## src/rtl/ixc_nib4_bus_ctrl_if.sv

```systemverilog
// Request/response and nibble-bus signal bundle for ixc_nib4_bus_ctrl.
// The master modport is the engine side; slave is the requester/bind side.
interface ixc_nib4_bus_ctrl_if #(
  parameter int WORD_W = 16
);
  logic              tx_valid;
  logic              tx_ready;
  logic [WORD_W-1:0] tx_data;
  logic              tx_rsp;
  logic              rx_valid;
  logic [WORD_W-1:0] rx_data;
  logic              err_timeout;
  logic              err_unsol;
  logic [3:0]        bus_o;
  logic              bus_oe;
  logic              bus_strobe_o;
  logic [3:0]        bus_i;
  logic              bus_strobe_i;

  modport master (
    input  tx_valid, tx_data, tx_rsp, bus_i, bus_strobe_i,
    output tx_ready, rx_valid, rx_data, err_timeout, err_unsol,
           bus_o, bus_oe, bus_strobe_o
  );

  modport slave (
    output tx_valid, tx_data, tx_rsp, bus_i, bus_strobe_i,
    input  tx_ready, rx_valid, rx_data, err_timeout, err_unsol,
           bus_o, bus_oe, bus_strobe_o
  );
endinterface

```

## src/rtl/ixc_nib4_bus_ctrl.sv

```systemverilog
// Word-to-nibble transaction engine: serialises a request word LS nibble
// first, optionally turns the bus around and collects a response word.
// Bus pins are split (out/oe/in) so the bind stage owns inout resolution.
module ixc_nib4_bus_ctrl #(
  parameter int WORD_W   = 16,
  parameter int TURN_CYC = 1,
  parameter int TIMEOUT  = 255
) (
  input  logic                 clk,
  input  logic                 rst_n,
  ixc_nib4_bus_ctrl_if.master  bus
);

  localparam int NIB = WORD_W / 4;
  localparam int NW  = (NIB > 1) ? $clog2(NIB) : 1;
  localparam int IW  = $clog2(TIMEOUT + 1);

  localparam logic [NW-1:0] LAST_NIB  = NW'(NIB - 1);
  localparam logic [3:0]    LAST_TURN = 4'(TURN_CYC - 1);
  localparam logic [IW-1:0] LAST_IDLE = IW'(TIMEOUT - 1);

  typedef enum logic [1:0] {S_IDLE, S_TX, S_TURN, S_RX} state_t;

  state_t            state_q, state_d;
  logic [WORD_W-1:0] tx_word;
  logic              tx_rsp_q;
  logic [WORD_W-1:0] rx_shift;
  logic [WORD_W-1:0] rx_merge;
  logic [NW-1:0]     nib_cnt;
  logic [NW-1:0]     rx_cnt;
  logic [3:0]        turn_cnt;
  logic [IW-1:0]     idle_cnt;
  logic              accept, tx_last, turn_last, rx_last, rx_abort;

  // Transition qualifiers shared by the FSM and the datapath.
  always_comb begin
    accept    = (state_q == S_IDLE) && bus.tx_valid;
    tx_last   = (state_q == S_TX)   && (nib_cnt == LAST_NIB);
    turn_last = (state_q == S_TURN) && (turn_cnt == LAST_TURN);
    rx_last   = (state_q == S_RX)   && bus.bus_strobe_i && (rx_cnt == LAST_NIB);
    rx_abort  = (state_q == S_RX)   && !bus.bus_strobe_i && (idle_cnt == LAST_IDLE);
  end

  // Response word with the currently strobed nibble merged in; lets the
  // final nibble land in rx_data on the same edge it is sampled.
  always_comb begin
    rx_merge = rx_shift;
    rx_merge[{rx_cnt, 2'b00} +: 4] = bus.bus_i;
  end

  // State register; async reset drops bus_oe immediately via the decode below.
  always_ff @(posedge clk or negedge rst_n) begin
    if (!rst_n) state_q <= S_IDLE;
    else        state_q <= state_d;
  end

  // Next-state decode.
  always_comb begin
    state_d = state_q;
    unique case (state_q)
      S_IDLE: if (accept)              state_d = S_TX;
      S_TX:   if (tx_last)             state_d = tx_rsp_q ? S_TURN : S_IDLE;
      S_TURN: if (turn_last)           state_d = S_RX;
      S_RX:   if (rx_last || rx_abort) state_d = S_IDLE;
      default:                         state_d = S_IDLE;
    endcase
  end

  // State-decoded bus and handshake outputs; bus_o is forced to 0 off-drive.
  always_comb begin
    bus.tx_ready     = (state_q == S_IDLE);
    bus.bus_oe       = (state_q == S_TX);
    bus.bus_strobe_o = (state_q == S_TX);
    bus.bus_o        = '0;
    if (state_q == S_TX) bus.bus_o = tx_word[{nib_cnt, 2'b00} +: 4];
  end

  // Datapath, counters and registered status pulses. Each counter is held at
  // zero outside the state that uses it, so it restarts on every entry.
  always_ff @(posedge clk or negedge rst_n) begin
    if (!rst_n) begin
      tx_word         <= '0;
      tx_rsp_q        <= 1'b0;
      rx_shift        <= '0;
      nib_cnt         <= '0;
      rx_cnt          <= '0;
      turn_cnt        <= '0;
      idle_cnt        <= '0;
      bus.rx_valid    <= 1'b0;
      bus.rx_data     <= '0;
      bus.err_timeout <= 1'b0;
      bus.err_unsol   <= 1'b0;
    end else begin
      bus.rx_valid    <= rx_last;
      bus.err_timeout <= rx_abort;
      bus.err_unsol   <= bus.bus_strobe_i && (state_q != S_RX);
      if (rx_last) bus.rx_data <= rx_merge;
      if (accept) begin
        tx_word  <= bus.tx_data;
        tx_rsp_q <= bus.tx_rsp;
      end
      nib_cnt  <= (state_q == S_TX)   ? nib_cnt + 1'b1  : '0;
      turn_cnt <= (state_q == S_TURN) ? turn_cnt + 1'b1 : '0;
      if (state_q == S_RX) begin
        if (bus.bus_strobe_i) begin
          rx_shift <= rx_merge;
          rx_cnt   <= rx_cnt + 1'b1;
          idle_cnt <= '0;
        end else begin
          idle_cnt <= idle_cnt + 1'b1;
        end
      end else begin
        rx_cnt   <= '0;
        idle_cnt <= '0;
      end
    end
  end

endmodule
```

## src/flat_wrapper.sv

```systemverilog
// flat-port wrapper written by rule: the top's interface ports become plain ports
module ixc_nib4_bus_ctrl_flat 
#(
  parameter int WORD_W   = 16,
  parameter int TURN_CYC = 1,
  parameter int TIMEOUT  = 255
)
  (clk, rst_n, bus_tx_valid, bus_tx_data, bus_tx_rsp, bus_bus_i, bus_bus_strobe_i, bus_tx_ready, bus_rx_valid, bus_rx_data, bus_err_timeout, bus_err_unsol, bus_bus_o, bus_bus_oe, bus_bus_strobe_o);
  ixc_nib4_bus_ctrl_if #(.WORD_W(WORD_W)) bus_i ();
  input  logic clk;
  input  logic rst_n;
  input wire logic [$bits(bus_i.tx_valid)-1:0] bus_tx_valid;
  input wire logic [$bits(bus_i.tx_data)-1:0] bus_tx_data;
  input wire logic [$bits(bus_i.tx_rsp)-1:0] bus_tx_rsp;
  input wire logic [$bits(bus_i.bus_i)-1:0] bus_bus_i;
  input wire logic [$bits(bus_i.bus_strobe_i)-1:0] bus_bus_strobe_i;
  output wire logic [$bits(bus_i.tx_ready)-1:0] bus_tx_ready;
  output wire logic [$bits(bus_i.rx_valid)-1:0] bus_rx_valid;
  output wire logic [$bits(bus_i.rx_data)-1:0] bus_rx_data;
  output wire logic [$bits(bus_i.err_timeout)-1:0] bus_err_timeout;
  output wire logic [$bits(bus_i.err_unsol)-1:0] bus_err_unsol;
  output wire logic [$bits(bus_i.bus_o)-1:0] bus_bus_o;
  output wire logic [$bits(bus_i.bus_oe)-1:0] bus_bus_oe;
  output wire logic [$bits(bus_i.bus_strobe_o)-1:0] bus_bus_strobe_o;
  assign bus_i.tx_valid = bus_tx_valid;
  assign bus_i.tx_data = bus_tx_data;
  assign bus_i.tx_rsp = bus_tx_rsp;
  assign bus_i.bus_i = bus_bus_i;
  assign bus_i.bus_strobe_i = bus_bus_strobe_i;
  assign bus_tx_ready = bus_i.tx_ready;
  assign bus_rx_valid = bus_i.rx_valid;
  assign bus_rx_data = bus_i.rx_data;
  assign bus_err_timeout = bus_i.err_timeout;
  assign bus_err_unsol = bus_i.err_unsol;
  assign bus_bus_o = bus_i.bus_o;
  assign bus_bus_oe = bus_i.bus_oe;
  assign bus_bus_strobe_o = bus_i.bus_strobe_o;
  ixc_nib4_bus_ctrl #(.WORD_W(WORD_W), .TURN_CYC(TURN_CYC), .TIMEOUT(TIMEOUT)) u_core (.clk(clk), .rst_n(rst_n), .bus(bus_i));
endmodule
```

## config.mk

```make
export PLATFORM = sky130hd
export DESIGN_NAME = ixc_nib4_bus_ctrl_flat
export DESIGN_NICKNAME = d
export VERILOG_FILES = /design/src/rtl/ixc_nib4_bus_ctrl_if.sv /design/src/rtl/ixc_nib4_bus_ctrl.sv /design/src/flat_wrapper.sv
export SDC_FILE = /design/constraint.sdc
export NUM_CORES = 1
export LEC_CHECK = 0
export BUFFER_PORTS_ARGS = -buffer_cell sky130_fd_sc_hd__buf_4
export CORE_MARGIN = 2
export CORE_UTILIZATION = 46
export CTS_CLUSTER_SIZE = 40
export DETAILED_ROUTE_END_ITERATION = 6
export PLACE_DENSITY_LB_ADDON = 0.15
export REMOVE_ABC_BUFFERS = 1
export SETUP_SLACK_MARGIN = 0.15
export SYNTH_ARGS = -nofsm -noshare
export SYNTH_HDL_FRONTEND = slang
export SYNTH_SLANG_ARGS = --single-unit
```

## constraint.sdc

```tcl
create_clock -name clk -period 2.4 [get_ports clk]
set_input_delay 0.12 -clock clk [delete_from_list [all_inputs] [get_ports clk]]
set_output_delay 0.12 -clock clk [all_outputs]
set_load 0.02 [all_outputs]
```

== Word-level counts from Yosys, hierarchy flattened ==
Cells that the tools add are included.
Operators by class
  $add $sub $neg: 5
  equal/unequal tests: 12
  shifts and indexed selects: 3
  muxes and demuxes: 14
  reductions and logical operators: 14
Operator list (number)
  $bwmux 16: 1
  $mux 2: 8
  $mux 8: 2
  $shift 4x6->16 const A: 1
  $shiftx 16x5->4: 1
  $shiftx 4x6->16: 1
  $add 8x1->8 const B: 1
  $eq 2x2->1 const B: 4
  $eq 8x8->1 const B: 1
  $logic_and 1x1->1: 8
  $mux 4: 2
  $pmux 2 s4: 1
  $ne 2x1->1 const B: 3
  $ne 2x2->1 const B: 3
  $neg 4->6: 1
  $add 2x1->2 const B: 2
  $add 4x1->4 const B: 1
  $logic_not 4->1: 1
  $reduce_and 4->1: 1
  $eq 2x1->1 const B: 1
  $logic_not 2->1: 1
  $reduce_and 2->1: 1
  $logic_not 1->1: 1
  $logic_or 1x1->1: 1
Storage, ports and cells
  flip-flop bits (word level): 70
  input bits: 25
  output and inout port bits: 26
  word-level logic and storage cells: 60

== Depth between registers and ports, before layout ==
  word-level depth: 6
  depth in mapped cells: 5
  mapped depth without buffers: 5

== Worst setup path before layout ==
OpenSTA, ideal clock, no wires.
  kind: register to register
  start: reg u_core.state_q[0]
  end: reg u_core.tx_word[10]
  setup time: 0.125 ns
  data arrival time: 1.477 ns
  required time: 2.275 ns
  slack: 0.798 ns
  stages on the path, launching flop included: 6
  buffers on the path: 2
  period minus slack after synthesis: 1.602 ns
  cells stage by stage: dfrtp_1 > nor2_1 > and2_1 > buf_6 > buf_6 > mux2_4
Between the ends
  longest elaborated chain between the ends: 2
Ends and longest elaborated chain
  from (decl): RTL line ixc_nib4_bus_ctrl.sv:24  | state_t state_q, state_d;
  from (signal assigned): RTL line ixc_nib4_bus_ctrl.sv:54  | else state_q <= state_d;
  $logic_not 2->1
  via bus_tx_ready: RTL line flat_wrapper.sv:17  | output wire logic [$bits(bus_i.tx_ready)-1:0] bus_tx_ready;
  $logic_and 1x1->1: RTL line ixc_nib4_bus_ctrl.sv:37  | accept = (state_q == S_IDLE) && bus.tx_valid;
  to (signal assigned): RTL line ixc_nib4_bus_ctrl.sv:99  | tx_word <= bus.tx_data;
  to (decl): RTL line ixc_nib4_bus_ctrl.sv:25  | logic [WORD_W-1:0] tx_word;
The timed path passes the listed nets, and every way through them passes these cells.
A chain may end at the register's enable or synchronous reset.

== Worst setup path after layout ==
  start: reg u_core.nib_cnt[0]
  end: out bus_bus_o[0]
Between the ends
  longest elaborated chain between the ends: 2
Ends and longest elaborated chain
  from (decl): RTL line ixc_nib4_bus_ctrl.sv:29  | logic [NW-1:0] nib_cnt;
  from (signal assigned): RTL line ixc_nib4_bus_ctrl.sv:102  | nib_cnt <= (state_q == S_TX) ? nib_cnt + 1'b1 : '0;
  $shiftx 16x5->4: RTL line ixc_nib4_bus_ctrl.sv:75  | if (state_q == S_TX) bus.bus_o = tx_word[{nib_cnt, 2'b00} +: 4];
  $mux 4: RTL line ixc_nib4_bus_ctrl.sv:75
  to (decl): RTL line flat_wrapper.sv:22  | output wire logic [$bits(bus_i.bus_o)-1:0] bus_bus_o;
No other way between the ends.

==> impl_metrics.yaml <==
outcome:
  outcome: "completed"
drt:
  num_vias: 2106
  drtAntennaViolNets: 0
  wire_per_inst_um: 13.86
  drt_first_iter_violations: 119
  drt_drc_violations_left: 0
  total_detailed_routing_wirelength_um: 5640
  detail_route.vias_per_cell: 5.174
  drt_first_pass_iters: 4
setup_path:
  critical_path.max_stage_delay_ns: 0.53
  critical_path.cell_chain: "mux4_2 > nor2b_1 > buf_4"
  worstPathBufferInverterCount: 1
  crit_path_start: "u_core.nib_cnt[0]"
  critPathLaunchType: "register"
  worst_ep_arrival_time_ns: 1.72
  crit_required_ns: 2.28
  crit_path_max_fanout: 6
  worst_setup_path_endpoint: "bus_bus_o[0]"
  rr_worst_depth: 4
  family_with_the_most_delay_on_the_worst_path: "flip-flops"
  slowest_stage: "sky130_fd_sc_hd__dfrtp_1"
  setup.reg_to_reg.worst_slack_ns: 0.58
  crit_type: "register to primary output"
  timing.critical_path.to_type: "primary output"
  worstReg2RegStart: "u_core.rx_cnt[0]"
  critical_path_cell_count: 3
  r2r-end: "u_core.bus.rx_data[12]"
power:
  power_frac_comb: 0.324
  switching_share: 0.3048
  flop_pwr_share: 0.391
  power.net_switching_mw: 1.311
  p_clk_frac: 0.285
  vdd.ir_drop.worst_mv: 0.5396
  p_int_mw: 2.990
  pwr_density_cell_nw_per_um2: 1101
  finalPower_mw: 4.301
  cellLeakagePower_nw: 1.808
timing:
  fin_worst_hold_slack_ns: 0.02607
  setup_repair_after_global_routing_missed_its_margin: "false"
  timing.fmax_ghz: 0.5431
  clock_skew_ns: 0.006954
  tightest_slew_ns: 0.8026
  min_period_over_period: 0.7673
  setup_total_negative_slack_ns: 0
  report.final.hold_viol_count: 0
  slew_violations: 0
  finalSetupViolations: 0
  timing.final.crit_period_ns: 1.841
  max_slew_margin: 0.4649
cells_and_area:
  final_net_count: 360
  post-route-util: 0.6117
  seq_area_um2: 1652
  layout-area-overhead-vs-synth_pct: 27.43
  multiInputGateArea_um2: 1297
  final.fill_count: 541
  post_route_cells_drive_above_1_share: 0.2818
  insertedDiodeCount: 0
synth:
  count_of_yosys_warnings_during_synthesis: 0
  synthesis.area_um2: 3065
  synthCells: 258
  synth_top_cell_area_share: 0.5388
  postSynth.asyncResetShare: 1.000
  synth.distinct_cells: 42
  number_of_enable_type_register_cells_in_the_synthesized_netlist: 0
  ys_ff_latch: 66
  synth_largest_area_cell: "sky130_fd_sc_hd__dfrtp_1"
  yosys_most_used_dff: "sky130_fd_sc_hd__dfrtp_1"
  ys_seq_area_frac: 0.5388
  synth_area_leaders: "sky130_fd_sc_hd__dfrtp_1, sky130_fd_sc_hd__mux2_4, sky130_fd_sc_hd__ha_1"
  synth_area_per_cell_um2: 11.88
clocking:
  postCtsHoldBufs: 16
  ctsRootBufferMaster: "sky130_fd_sc_hd__clkbuf_8"
  post_cts_resize_count: 0
  post-cts-setup-buffer-count: 0
  worst_setup_hold_path_clk_slew_ns: 0.07
  cts_buffer_depth: 2
  clock_sinks: 66
  htreeDepth: 3
  cts_tree: "done"
  insertion_delay_ns: 0.34
  numCtsBuffers: 9
global_routing:
  antenna_found_initial: 0
  gr-total-overflow: 0
  grt_start_max_net_pins: 67
  grt.total_usage: 0.1693
  first_global_vias: 2078
  grt_pass1_wl_um: 9584
place:
  place_hpwl_um: 3959
  port_buffers: 50
  gp_congestion: 0.7763
die:
  starting_density: 0.4800
  vert_die_dim_um: 85.64
  die_x_um: 85.64
  std_cell_rows: 29
  die_area_um2: 7333
  placeableCoreArea_um2: 6386
  num_io_pins: 51
hold_path:
  hold_path_class: "input pin to register"
flow_run:
  max_cap_violations: 0
final cells by class:
type / instances / share of cell area
Tap cell: 77 / 0.02466
Multi-Input combinational cell: 169 / 0.3322
Timing Repair Buffer: 68 / 0.1416
Inverter: 11 / 0.01057
Clock inverter: 5 / 0.03203
Clock buffer: 11 / 0.03619
Sequential cell: 66 / 0.4228
worst min path at each step:
stage | start | to | slack (ns) | cells past startpoint
floorplan | rst_n | async pin | -0.18 | 0
global placement | rst_n | u_core.idle_cnt[4] | 0.27 | 1
detailed placement | rst_n | u_core.bus.rx_valid | 0.27 | 1
CTS | bus_tx_data[0] | u_core.tx_word[0] | 0.007 | 2
global route | bus_tx_data[2] | u_core.tx_word[2] | 0.008 | 2
finish | bus_tx_data[2] | u_core.tx_word[2] | 0.03 | 2
metal layers:
metal  wire length [um]  vias up  global-route usage
li1                   -     1042                   -
met1               2605     1013              0.2166
met2               2679       47              0.2635
met3                298        4             0.07122
met4                 56        0             0.05195
met5                  0        -                   0
synth_stat cells (3+ instances only):
library cell,number
sky130_fd_sc_hd__or3_1,3
sky130_fd_sc_hd__dfrtp_1,66
sky130_fd_sc_hd__xnor2_1,3
sky130_fd_sc_hd__a22o_1,3
sky130_fd_sc_hd__o21ai_0,15
sky130_fd_sc_hd__nand2_1,21
sky130_fd_sc_hd__xor2_1,3
sky130_fd_sc_hd__buf_4,3
sky130_fd_sc_hd__nand4b_1,4
sky130_fd_sc_hd__mux2_4,10
sky130_fd_sc_hd__and2_1,3
sky130_fd_sc_hd__mux2_2,7
sky130_fd_sc_hd__nor2_1,15
sky130_fd_sc_hd__mux4_2,4
sky130_fd_sc_hd__clkbuf_1,4
sky130_fd_sc_hd__nor2b_1,16
sky130_fd_sc_hd__o2bb2ai_1,12
sky130_fd_sc_hd__ha_1,10
sky130_fd_sc_hd__inv_1,11
sky130_fd_sc_hd__a21oi_1,14
sky130_fd_sc_hd__nand3_1,4
stage by stage:
step	worst slack (ns)	std cells	instance area (um2)
after floorplan	0.3740	246	2990
after global placement	0.6540	374	3470
after detailed placement	0.5870	374	3470
after CTS	0.5100	406	3896
after global routing	0.3530	407	3906
final	0.5586	407	3906
cell usage in the layout (no fill, tap or decap), types with 7 or more instances in the layout:
cell and instances:
sky130_fd_sc_hd__clkbuf_8 10, sky130_fd_sc_hd__nor2_1 15, sky130_fd_sc_hd__dfrtp_1 66, sky130_fd_sc_hd__a21oi_1 14, sky130_fd_sc_hd__mux2_2 7, sky130_fd_sc_hd__o21ai_0 15, sky130_fd_sc_hd__nand2_1 21, sky130_fd_sc_hd__nor2b_1 16
sky130_fd_sc_hd__inv_1 11, sky130_fd_sc_hd__buf_4 51, sky130_fd_sc_hd__o2bb2ai_1 12, sky130_fd_sc_hd__ha_1 10, sky130_fd_sc_hd__dlygate4sd3_1 17, sky130_fd_sc_hd__mux2_4 10
state kept, by name (all words and copies together), names as in the netlist, named ones only:
| register | cells |
|---|---|
| u_core.state_q | 1 |
| u_core.bus.rx_valid | 1 |
| u_core.rx_shift | 12 |
| u_core.bus.rx_data | 16 |
| u_core.idle_cnt | 8 |
| u_core.nib_cnt | 2 |
| u_core.bus.err_unsol | 1 |
| u_core.rx_cnt | 2 |
| u_core.tx_word | 16 |
| u_core.turn_cnt | 4 |
| u_core.bus.err_timeout | 1 |
| u_core.tx_rsp_q | 1 |
cells by family after synthesis:
family,count (synthesis),share of synthesized area
flip-flops,66,0.5388
AO/OA/AOI/OAI,49,0.1049
buffers and inverters,23,0.03796
multiplexers,23,0.1106
adder cells (fa/ha/maj),10,0.04082
AND/OR/NAND/NOR,81,0.1498
XOR/XNOR,6,0.01715
power by group through the flow:
stage	combinational [mW]	sequential, mW	clock [mW]
3_5_place_dp	1.39	1.70	0
5_1_grt	1.53	1.73	1.31
3_3_place_gp	1.36	1.70	0
4_1_cts	1.41	1.69	1.25
6_report	1.40	1.68	1.22
2_1_floorplan	0.938	1.70	0
Note: power is estimated with default switching activity, not from simulation.
